===== config.mk =====
export PLATFORM = sky130hd
export DESIGN_NAME = dtc_pipe_eval
export DESIGN_NICKNAME = d
export VERILOG_FILES = /design/src/rtl/dtc_pipe_eval.sv
export SDC_FILE = /design/constraint.sdc
export NUM_CORES = 1
export LEC_CHECK = 0
export ABC_AREA = 1
export CORE_ASPECT_RATIO = 1.1
export CORE_MARGIN = 1
export CORE_UTILIZATION = 55
export CTS_BUF_LIST = sky130_fd_sc_hd__clkbuf_4 sky130_fd_sc_hd__clkbuf_8 sky130_fd_sc_hd__clkbuf_16
export DETAILED_ROUTE_END_ITERATION = 10
export GPL_ROUTABILITY_DRIVEN = 0
export PLACE_DENSITY = 0.73
export SKIP_CTS_REPAIR_TIMING = 1
export SYNTH_ARGS = -nofsm -noshare
export SYNTH_HDL_FRONTEND = slang
export SYNTH_SLANG_ARGS = --single-unit
export TNS_END_PERCENT = 50

===== constraint.sdc =====
create_clock -name clk -period 3.2 [get_ports clk]
set_input_delay 0.8 -clock clk [delete_from_list [all_inputs] [get_ports clk]]
set_output_delay 0.8 -clock clk [all_outputs]
set_load 0.005 [all_outputs]

===== src/rtl/dtc_pipe_eval.sv =====
// Pipelined, run-time programmable decision-tree classifier: one tree level per stage, node/leaf tables loaded via cfg port.
// Define DTC_HIT_CNT_EN to add the saturating output-handshake counter (hit_cnt, cnt_clr).
module dtc_pipe_eval #(
  parameter int IN_W   = 8,
  parameter int OUT_W  = 8,
  parameter int DEPTH  = 4,
  parameter int SEL_W  = $clog2(IN_W),
  parameter int ADDR_W = DEPTH,
  localparam int CFG_W = (SEL_W > OUT_W) ? SEL_W : OUT_W
) (
  input  logic              clk,
  input  logic              rst,
  input  logic              in_valid,
  output logic              in_ready,
  input  logic [IN_W-1:0]   inp,
  output logic              out_valid,
  input  logic              out_ready,
  output logic [OUT_W-1:0]  outp,
  input  logic              cfg_we,
  input  logic              cfg_leaf,
  input  logic [ADDR_W-1:0] cfg_addr,
  input  logic [CFG_W-1:0]  cfg_data,
  output logic              cfg_ready
`ifdef DTC_HIT_CNT_EN
  ,
  output logic [15:0]       hit_cnt,
  input  logic              cnt_clr
`endif
);

  localparam int NODES  = (2 ** DEPTH) - 1;
  localparam int LEAVES = 2 ** DEPTH;
  localparam int IDX_W  = DEPTH + 1;

  logic [SEL_W-1:0] node_sel [NODES];
  logic [OUT_W-1:0] leaf_val [LEAVES];

  logic [IN_W-1:0]  st_data [DEPTH];
  logic [IDX_W-1:0] st_idx  [DEPTH];
  logic [DEPTH-1:0] st_vld;

  logic [IN_W-1:0]  lvl_data [DEPTH];
  logic [IDX_W-1:0] lvl_idx  [DEPTH];
  logic [IDX_W-1:0] nxt_idx  [DEPTH];
  logic [OUT_W-1:0] leaf_out;

  logic adv;
  logic in_fire;
  logic cfg_fire;

  assign adv       = !out_valid || out_ready;
  assign in_ready  = adv && !cfg_we;
  assign in_fire   = in_valid && in_ready;
  assign cfg_ready = !(|st_vld) && !out_valid;
  assign cfg_fire  = cfg_we && cfg_ready;

  assign lvl_data[0] = inp;
  assign lvl_idx[0]  = '0;

  for (genvar k = 1; k < DEPTH; k++) begin : g_src
    assign lvl_data[k] = st_data[k-1];
    assign lvl_idx[k]  = st_idx[k-1];
  end

  // Each level looks up its node's selector and steps to heap child 2n+1+bit.
  for (genvar k = 0; k < DEPTH; k++) begin : g_lvl
    logic [SEL_W-1:0] sel;
    logic             bit_v;

    always_comb begin
      sel = '0;
      for (int n = 0; n < NODES; n++) begin
        if (lvl_idx[k] == IDX_W'(n)) sel = node_sel[n];
      end
    end

    assign bit_v      = (int'(sel) < IN_W) ? lvl_data[k][sel] : lvl_data[k][0];
    assign nxt_idx[k] = (lvl_idx[k] << 1) + IDX_W'(1) + IDX_W'(bit_v);
  end

  // Final heap index minus NODES equals the path bits, root decision first.
  always_comb begin
    leaf_out = '0;
    for (int n = 0; n < LEAVES; n++) begin
      if (st_idx[DEPTH-1] == IDX_W'(NODES + n)) leaf_out = leaf_val[n];
    end
  end

  always_ff @(posedge clk) begin
    if (rst) begin
      st_vld    <= '0;
      out_valid <= 1'b0;
      outp      <= '0;
      for (int k = 0; k < DEPTH; k++) begin
        st_data[k] <= '0;
        st_idx[k]  <= '0;
      end
      for (int n = 0; n < NODES; n++) node_sel[n] <= '0;
      for (int n = 0; n < LEAVES; n++) leaf_val[n] <= '0;
    end else begin
      if (adv) begin
        st_vld[0] <= in_fire;
        for (int k = 1; k < DEPTH; k++) st_vld[k] <= st_vld[k-1];
        for (int k = 0; k < DEPTH; k++) begin
          st_data[k] <= lvl_data[k];
          st_idx[k]  <= nxt_idx[k];
        end
        out_valid <= st_vld[DEPTH-1];
        outp      <= leaf_out;
      end
      // Writes only land with the pipe empty, so no in-flight sample sees a half-updated tree.
      if (cfg_fire) begin
        if (cfg_leaf) begin
          for (int n = 0; n < LEAVES; n++) begin
            if (cfg_addr == ADDR_W'(n)) leaf_val[n] <= cfg_data[OUT_W-1:0];
          end
        end else begin
          for (int n = 0; n < NODES; n++) begin
            if (cfg_addr == ADDR_W'(n)) node_sel[n] <= cfg_data[SEL_W-1:0];
          end
        end
      end
    end
  end

`ifdef DTC_HIT_CNT_EN
  always_ff @(posedge clk) begin
    if (rst || cnt_clr) begin
      hit_cnt <= '0;
    end else if (out_valid && out_ready && (hit_cnt != 16'hFFFF)) begin
      hit_cnt <= hit_cnt + 16'd1;
    end
  end
`endif

endmodule


==> qor.yml <==
status: "completed"
worstSetupPathType: "flip-flop to flip-flop"
seq_area_frac_synth: 0.622
crit_start: "st_idx[2][1]"
drtAntennaViolNets: 0
skew_ps: 21.1
rows: 53
synth_edf_count: 213
min_period_ps: 2910
crit_chain: "buf_4 -> nor3_2 -> inv_1 -> nor2_1 -> inv_1 -> o21ai_0 -> inv_1 -> nand2_2 -> nand2_2 -> nand2_1 -> nand3_1 -> nand3_2 -> nand2_2 -> ha_1 -> nand2_1 -> inv_1 -> nand2_1 -> a21oi_1"
insertedDiodeCount: 0
leakagePower_nw: 4.87
hold_slack_ps: 451
drive_gt1_frac: 0.0920
clk_path_buf_depth: 3
crit_slowest_cell: "edfxtp_1"
syn_area_per_cell_um2: 9.39
synthArstFlopShare: 0
floorplan.initialDensity: 0.560
final_cell_mix: "nand2_1 (250), nor2_1 (221), edfxtp_1 (213), inv_1 (132), nand3_1 (82)"
worst_slew_pin_slew_ps: 694
rr_worst_depth: 18
wire_per_inst_um: 16.7
setup_viol: 0
synth_cell_types: 42
rsz0062_at_grt: "no"
die_area_um2: 20000
hpwl_um: 17800
cap_violations: 0
end_kind: "flip-flop"
num_vias: 8055
clk_pin_slew_worst_paths_ps: 60
grt_antenna_before_repair: 0
die_h_um: 148
powerDensity_nw_per_um2: 601
ff2ff_setup_slack_ps: 290
clock_sinks: 226
drt_pre_antenna_iters: 5
syn_area_um2: 10700
h-tree-depth: 1
hp-class: "flip-flop to flip-flop"
max_slew_margin: 0.536
final-hold-violation-count: 0
cpMostUsedCell: "inv_1"
crit_path_start_kind: "flip-flop"
max_freq_mhz: 343
slowest_delay_ps: 430
post_drt_via_cell_ratio: 5.50
arrival_ps: 3170
r2r-end: "st_idx[3][4]"
final_common_cell: "nand2_1"
cts_tree: "done"
tns_ps: 0
cp_max_fo: 5
grt_pass1_wl_um: 39700
holdPathStages: 2
routed_wl_um: 24500
crit_cells: 18
synth_cells: 1140
crit_buf_inv: 5
core_area_um2: 19100
ios: 37
worst_ep_required_time_ps: 3460
yosys_register_bits: 226
globalRouteTotalUtil: 0.256
remaining_drc_errors: 0
ys.warnings.count: 0
synth-main-ff-cell: "edfxtp_1"
io_buffers: 36
grt_pass1_vias: 7832
syn_nets: 1169
grt_remaining_overflow: 0
drt_iter0_markers: 736
syn_to_final_growth_pct: 14.7
numCtsBuffers: 24
die_x_um: 135
r2r-start: "st_idx[2][1]"
clk_latency_ps: 520
post-route-period-util: 0.911
ir_drop_mv: 0.449
fin_nets: 1233
cp-endpoint: "st_idx[3][4]"
cpLargestDelayFamily: "simple AND/OR/NAND/NOR gates"
grt_max_degree: 45
slew_viol_final: 0
cts-root-buf: "clkbuf_16"
Yosys cell counts (2+ instances only):
master	number	area, um2
a21oi_1	41	205
a221oi_1	4	35.0
o2111ai_1	5	43.8
o21ai_1	5	25.0
or2_0	2	12.5
o22ai_1	3	18.8
edfxtp_1	213	6400
nand2_4	2	22.5
nand3_1	82	410
clkbuf_1	20	75.1
nand2_2	9	56.3
nor2_4	4	45.0
o21ai_0	47	235
a211oi_1	2	15.0
or2_2	3	18.8
nor3_1	4	20.0
inv_1	132	495
xnor2_1	2	17.5
ha_1	3	37.5
or2_1	2	12.5
nand2_1	250	938
nor2_2	10	62.6
inv_2	10	37.5
nand3_2	4	40.0
o211ai_1	7	52.6
dfxtp_1	13	260
nand4_1	26	163
nor2_1	221	830
area by class of cell:
class                      count  area [um2]
tap                          247         309
inverter                     143         537
clock inverter                 9         108
sequential                   226        6660
multi-input combinational    747        3400
clock buffer                  31         696
timing repair buffer          62         568
fill                        1511        6820
where the power goes:
group	internal, mW	switching (mW)	leakage [nW]
registers	3.41	0.102	2.36
clock network	1.69	1.12	0.399
logic	0.344	0.712	2.11
per-layer routing:
layer / vias to the layer above / track usage / wire, um
li1: 3936 / - / -
met1: 3761 / 0.351 / 10500
met2: 295 / 0.419 / 11600
met3: 63 / 0.0314 / 1660
met4: 0 / 0.0994 / 807
met5: - / 0 / 0
state kept, by name, summed over array words and instances, names as in the netlist:
| register | cells |
|---|---|
| st_data | 24 |
| st_idx | 16 |
| node_sel | 45 |
| out_valid | 1 |
| leaf_val | 128 |
| st_vld | 4 |
| outp | 8 |
how the worst min path moves through the flow:
stage                     slack (ps)      end  startpoint
final                            450  outp[1]     outp[1]
after CTS                        450  outp[1]     outp[1]
after global routing             470  outp[1]     outp[1]
after detailed placement         440  outp[4]     outp[4]
after global placement           440  outp[2]     outp[2]
after floorplan                  450  outp[1]     outp[1]
through the flow:
stage	setup WS (ps)	std cells	utilization	cell area [um2]	power, mW
floorplan	701	1140	-	10700	4.29
global placement	407	1421	0.599	11400	4.57
detailed placement	254	1421	0.599	11400	4.60
CTS	264	1461	0.641	12200	7.37
global route	1.03	1465	0.643	12300	7.65
finish	285	1465	0.643	12300	7.37
worst reg2reg max path, stage by stage (launching register included):
cell and delay [ps]:
edfxtp_1 430, buf_4 190, nor3_2 340, inv_1 140, nor2_1 210, inv_1 80
o21ai_0 160, inv_1 70, nand2_2 120, nand2_2 80, nand2_1 60, nand3_1 80
nand3_2 90, nand2_2 100, ha_1 230, nand2_1 100, inv_1 60, nand2_1 60
a21oi_1 60
cell families after synthesis:
logic type / Yosys count / synth area share
AOI/OAI and AO/OA: 119 / 0.0636
and+or+nand+nor: 623 / 0.249
xor gates and xnor gates: 2 / 0.00164
buffers and inverters: 167 / 0.0598
adders and majority gates: 3 / 0.00351
DFF: 226 / 0.622
No activity file was read; power rests on OpenSTA's default activity.
